==> src/rtl/md_unit.sv <==
// Radix-2 iterative multiply/divide unit holding the HI/LO pair.
// Define MDU_ACC_EN to enable the MADD/MADDU/MSUB/MSUBU accumulate ops.
module md_unit #(
   parameter int WIDTH = 32
) (
   input  logic             clk,
   input  logic             rst,
   input  logic             start,
   input  logic [2:0]       op,
   input  logic [WIDTH-1:0] a,
   input  logic [WIDTH-1:0] b,
   input  logic             hilo_we,
   input  logic             hilo_sel,
   output logic             busy,
   output logic             done,
   output logic             dz,
   output logic [WIDTH-1:0] hi,
   output logic [WIDTH-1:0] lo
);
   localparam int CW = $clog2(WIDTH);

   typedef enum logic [1:0] {S_IDLE = 2'd0, S_RUN = 2'd1, S_FIX = 2'd2} state_t;

   state_t             state_q, state_d;
   logic [CW-1:0]      cnt_q, cnt_d;
   logic [WIDTH-1:0]   hi_q, hi_d, lo_q, lo_d;
   logic               done_q, done_d, dz_q, dz_d;

   logic [2:0]         op_q;
   logic [WIDTH-1:0]   a_q, dvs_q;
   logic               a_neg_q, b_neg_q;
   logic [2*WIDTH-1:0] prod_q;
   logic [2*WIDTH-1:0] res;
   logic               accept, hilo_wr, is_div, last, op_ok;

   // Upper half accumulates the multiplicand, lower half shifts out multiplier bits.
   function automatic logic [2*WIDTH-1:0] mul_step(input logic [2*WIDTH-1:0] p,
                                                   input logic [WIDTH-1:0]   m);
      logic [WIDTH:0] sum;
      sum = {1'b0, p[2*WIDTH-1:WIDTH]} + (p[0] ? {1'b0, m} : {(WIDTH+1){1'b0}});
      return {sum, p[WIDTH-1:1]};
   endfunction

   // Upper half is the partial remainder, lower half shifts dividend out and quotient in.
   function automatic logic [2*WIDTH-1:0] div_step(input logic [2*WIDTH-1:0] p,
                                                   input logic [WIDTH-1:0]   d);
      logic [WIDTH:0] sh, diff;
      sh   = {p[2*WIDTH-1:WIDTH], p[WIDTH-1]};
      diff = sh - {1'b0, d};
      if (sh >= {1'b0, d})
         return {diff[WIDTH-1:0], p[WIDTH-2:0], 1'b1};
      else
         return {sh[WIDTH-1:0], p[WIDTH-2:0], 1'b0};
   endfunction

`ifdef MDU_ACC_EN
   logic [2*WIDTH-1:0] snap_q;
   assign op_ok = 1'b1;
   always_ff @(posedge clk) begin
      if (accept) snap_q <= {hi_q, lo_q};
   end
`else
   assign op_ok = ~op[2];
`endif

   always_comb begin : ctrl_decode
      hilo_wr = (state_q == S_IDLE) && hilo_we;
      accept  = (state_q == S_IDLE) && start && !hilo_we && op_ok;
      is_div  = !op_q[2] && op_q[1];
      last    = (cnt_q == CW'(WIDTH-1));
   end

   always_ff @(posedge clk or negedge rst) begin : state_reg
      if (!rst) begin
         state_q <= S_IDLE;
         cnt_q   <= '0;
         hi_q    <= '0;
         lo_q    <= '0;
         done_q  <= 1'b0;
         dz_q    <= 1'b0;
      end else begin
         state_q <= state_d;
         cnt_q   <= cnt_d;
         hi_q    <= hi_d;
         lo_q    <= lo_d;
         done_q  <= done_d;
         dz_q    <= dz_d;
      end
   end

   always_comb begin : next_state
      state_d = state_q;
      cnt_d   = cnt_q;
      case (state_q)
         S_IDLE: if (accept) begin
            state_d = S_RUN;
            cnt_d   = '0;
         end
         S_RUN: begin
            cnt_d = cnt_q + CW'(1);
            if (last) state_d = S_FIX;
         end
         S_FIX:   state_d = S_IDLE;
         default: state_d = S_IDLE;
      endcase
   end

   // Operands enter the datapath as magnitudes; signs are reapplied in FIX.
   always_ff @(posedge clk) begin : datapath
      if (accept) begin
         op_q    <= op;
         a_q     <= a;
         a_neg_q <= op[0] & a[WIDTH-1];
         b_neg_q <= op[0] & b[WIDTH-1];
         dvs_q   <= (op[0] & b[WIDTH-1]) ? -b : b;
         prod_q  <= {{WIDTH{1'b0}}, (op[0] & a[WIDTH-1]) ? -a : a};
      end else if (state_q == S_RUN) begin
         prod_q  <= is_div ? div_step(prod_q, dvs_q) : mul_step(prod_q, dvs_q);
      end
   end

   always_comb begin : fix_stage
      logic [WIDTH-1:0]   q, r;
      logic [2*WIDTH-1:0] p;
      q = prod_q[WIDTH-1:0];
      r = prod_q[2*WIDTH-1:WIDTH];
      if (a_neg_q ^ b_neg_q) q = -q;
      if (a_neg_q) r = -r;
      p = (a_neg_q ^ b_neg_q) ? -prod_q : prod_q;
`ifdef MDU_ACC_EN
      if (op_q[2]) p = op_q[1] ? (snap_q - p) : (snap_q + p);
`endif
      if (is_div)
         res = (dvs_q == '0) ? {a_q, {WIDTH{1'b1}}} : {r, q};
      else
         res = p;
   end

   always_comb begin : outputs
      hi_d   = hi_q;
      lo_d   = lo_q;
      dz_d   = dz_q;
      done_d = (state_q == S_FIX);
      if (state_q == S_FIX) begin
         hi_d = res[2*WIDTH-1:WIDTH];
         lo_d = res[WIDTH-1:0];
         if (is_div) dz_d = (dvs_q == '0);
      end else if (hilo_wr) begin
         if (hilo_sel) hi_d = a;
         else          lo_d = a;
      end
      busy = (state_q != S_IDLE);
      done = done_q;
      dz   = dz_q;
      hi   = hi_q;
      lo   = lo_q;
   end
endmodule
==> config.mk <==
export PLATFORM = sky130hd
export DESIGN_NAME = md_unit
export DESIGN_NICKNAME = d
export VERILOG_FILES = /design/src/rtl/md_unit.sv
export SDC_FILE = /design/constraint.sdc
export NUM_CORES = 1
export LEC_CHECK = 0
export CORE_MARGIN = 3
export CORE_UTILIZATION = 50
export CTS_BUF_LIST = sky130_fd_sc_hd__clkbuf_16
export DETAILED_ROUTE_END_ITERATION = 6
export PLACE_DENSITY = 0.81
export SYNTH_ARGS = -nofsm -noshare
export SYNTH_HDL_FRONTEND = slang
export SYNTH_SLANG_ARGS = --single-unit
export TNS_END_PERCENT = 5
==> constraint.sdc <==
create_clock -name clk -period 3.8 [get_ports clk]
set_input_delay 1.14 -clock clk [delete_from_list [all_inputs] [get_ports clk]]
set_output_delay 1.14 -clock clk [all_outputs]
set_load 0.05 [all_outputs]
==> reports/metrics.yaml <==
worst_setup_path:
  startpoint: "prod_q[4]$_DFFE_PP_"
  endpoint_kind: "flop"
  r2r_start: "prod_q[4]$_DFFE_PP_"
  crit_fanout: 5
  path_class: "flop to flop"
  reg2reg_depth: 8
  reg2reg_setup_slack_ps: 150
  worstSetupStartpointType: "flop"
  crit_end: "hi[25]$_DFFE_PN0P_"
  required_ps: 4220
  r2r_end: "hi[25]$_DFFE_PN0P_"
  cp.arrival_ps: 4070
logic_synthesis:
  ys_types: 80
  synth_top_area_share_pct: 18.8
  ys_ff_latch: 205
  syn-num-nets: 2130
  yosys.area.top_type: "edfxtp_1"
  yosysWarnings: 0
  synth-main-ff-cell: "edfxtp_1"
  async_reset_ff_share_pct: 35.6
  synth_edf_count: 100
  synth_seq_area_share_pct: 34.2
  synthTopCellsByArea: "edfxtp_1 (19%), dfrtp_1 (11%), o21ai_0 (5.8%), ha_1 (5.5%), a21oi_1 (5.1%)"
  avgSynthCellArea_um2: 8.06
  synthCells: 1986
  syn-cell-area_um2: 16000
finish:
  multi_input_area_um2: 9870
  fin_cells: 2582
  syn_to_final_growth_pct: 21.6
  final_core_utilization_pct: 62.6
  seq_area_um2: 5470
  layout_commonest_cell: "nand2_1"
  fin_nets: 2310
  n_fill_cell: 2680
  final_cell_mix: "nand2_1 (217), nor2_1 (189), o21ai_0 (186), a21oi_1 (163), clkdlybuf4s50_1 (137)"
  drive_above_1_share_pct: 9.79
  diodes: 0
grt:
  grt_max_degree: 80
  grt_pass1_vias: 16000
  grt_pass1_wl_mm: 90.0
  overflow: 0
  antenna_found_initial: 0
  grt_usage_pct: 33.0
die:
  ios: 139
  num_rows: 64
  die_h_um: 185
  initial_core_util_pct: 51.5
  core_um2: 31100
  dieArea_um2: 34200
  die_x_um: 185
routing:
  route.detailed.drc: 0
  routed_wirelength_mm: 58.0
  vias: 16800
  vias_per_cell: 6.52
  ant_nets: 0
  firstDrtPassIters: 6
  drtIter0Drc: 2386
  routedWlPerCell_um: 22.4
timing:
  rsz0062_at_grt: "false"
  min_period_ps: 3650
  hold_slack_ps: 478
  hold_viol_final: 0
  fin_skew_ps: 22.6
  finalCritPeriodShare_pct: 96.0
  slew_headroom_pct: 24.9
  drv_slew: 0
  tightest_slew_ps: 1120
  fmax_mhz: 274
  finalSetupViolations: 0
clock_tree:
  numClockSinks: 205
  cts_root_buf: "clkbuf_16"
  clockBufferDepth: 3
  cts-hold-fix-buffers: 0
  htree_levels: 1
  clk-insertion-delay-late_ps: 550
  postCtsSetupRepairBufs: 0
  cts_resized: 0
  clk_pin_slew_ps: 60
  cts_tree: "built"
  cts_made_buffers: 26
pwr:
  powerDensity_nw_per_um2: 825
  p_seq_share_pct: 25.1
  leakagePower_nw: 7.88
  power.switching_mw: 7.61
  p_comb_share_pct: 58.2
  clkPwrFrac_pct: 16.6
  internal-power_mw: 8.45
  peakVddDrop_v: 0.000494
  switching_share_pct: 47.4
worst_hold_path:
  hp-class: "flop to flop"
  holdPathStages: 2
status:
  outcome: "complete, no violations"
placed_design:
  gp_congestion: 1.00
  port_buffers: 138
  placed_cells: 2534
  place_hpwl_mm: 42.7
run:
  cap_violations: 0
[cells in the mapped netlist, drive strengths merged, types with 16 or more instances]
master	number
a211oi	18
a21o	28
a21oi	164
a31oi	60
and3	27
buf	19
clkbuf	103
dfrtp	73
dfxtp	32
edfxtp	100
ha	70
inv	65
nand2	217
nand2b	19
nand3	48
nand4	21
nor2	193
nor3	48
nor4	32
o211ai	19
o21ai	192
o22ai	36
o31ai	16
or3	18
xnor2	82
xor2	86
[cell type report]
class / count / area share, %
Inverter: 66 / 1.27
Timing Repair Buffer: 274 / 12.7
Tap cell: 396 / 2.55
Clock inverter: 21 / 1.22
Multi-Input combinational cell: 1593 / 50.7
Clock buffer: 27 / 3.47
Sequential cell: 205 / 28.1
[power by group through the flow]
stage | Clock [mW] | Combinational (mW) | Sequential, mW
after CTS | 2.67 | 9.17 | 3.99
after detailed placement | 0 | 9.11 | 4.02
after global placement | 0 | 8.94 | 4.00
after floorplan | 0 | 5.12 | 4.91
after global routing | 2.78 | 10.1 | 4.09
final | 2.67 | 9.35 | 4.03
[metal layers]
metal / share of wire [%] / track usage, % / vias to the layer above / wire length [µm]
li1: - / - / 7653 / -
met1: 41 / 46.3 / 7941 / 23900
met2: 43 / 50.6 / 1084 / 25100
met3: 11 / 7.29 / 167 / 6570
met4: 4.0 / 11.6 / 2 / 2310
met5: 0.016 / 0 / - / 9
[metrics by stage]
| stage | TNS, ps | instance area [µm²] | setup slack, ps | power (mW) |
|---|---|---|---|---|
| after global placement | -938 | 18500 | -212 | 12.9 |
| after global routing | 0 | 19500 | 32.2 | 17.0 |
| after floorplan | 0 | 16000 | 355 | 10.0 |
| final | 0 | 19500 | 151 | 16.1 |
| after detailed placement | -1570 | 18500 | -314 | 13.1 |
| after CTS | 0 | 19400 | 148 | 15.8 |
[how the worst min path moves through the flow]
stage	startpoint	end	slack, ps
final	lo[4]$_DFFE_PN0P_	lo[4]$_DFFE_PN0P_	480
after global routing	lo[0]$_DFFE_PN0P_	lo[0]$_DFFE_PN0P_	500
after CTS	lo[4]$_DFFE_PN0P_	lo[4]$_DFFE_PN0P_	480
after detailed placement	lo[4]$_DFFE_PN0P_	lo[4]$_DFFE_PN0P_	470
after global placement	lo[0]$_DFFE_PN0P_	lo[0]$_DFFE_PN0P_	460
after floorplan	cnt_q[2]$_DFFE_PN0P_	cnt_q[2]$_DFFE_PN0P_	460
[sequential cells by signal, summed over array words and instances (netlist names)]
name     cells
cnt_q        5
done         1
a_neg_q      1
prod_q      64
state_q      2
hi          32
a_q         32
lo          32
dz           1
op_q         2
dvs_q       32
b_neg_q      1
[cells by family after synthesis]
family | share of synthesized area, %
XOR/XNOR | 9.19
flip-flops | 34.2
multiplexers | 1.01
adder cells (fa/ha/maj) | 5.72
buffers and inverters | 4.56
AND/OR/NAND/NOR | 20.8
AO/OA/AOI/OAI | 24.6
[worst max-delay path, cell delays in order (launching register included)]
cell and delay, ps:
edfxtp_1 460, or4_4 600, nor4_1 700, and2_1 360
a31oi_1 380, a211oi_1 420, a21oi_1 70, o21ai_0 380
o21ai_1 150
(Power assumes the default switching activity.)
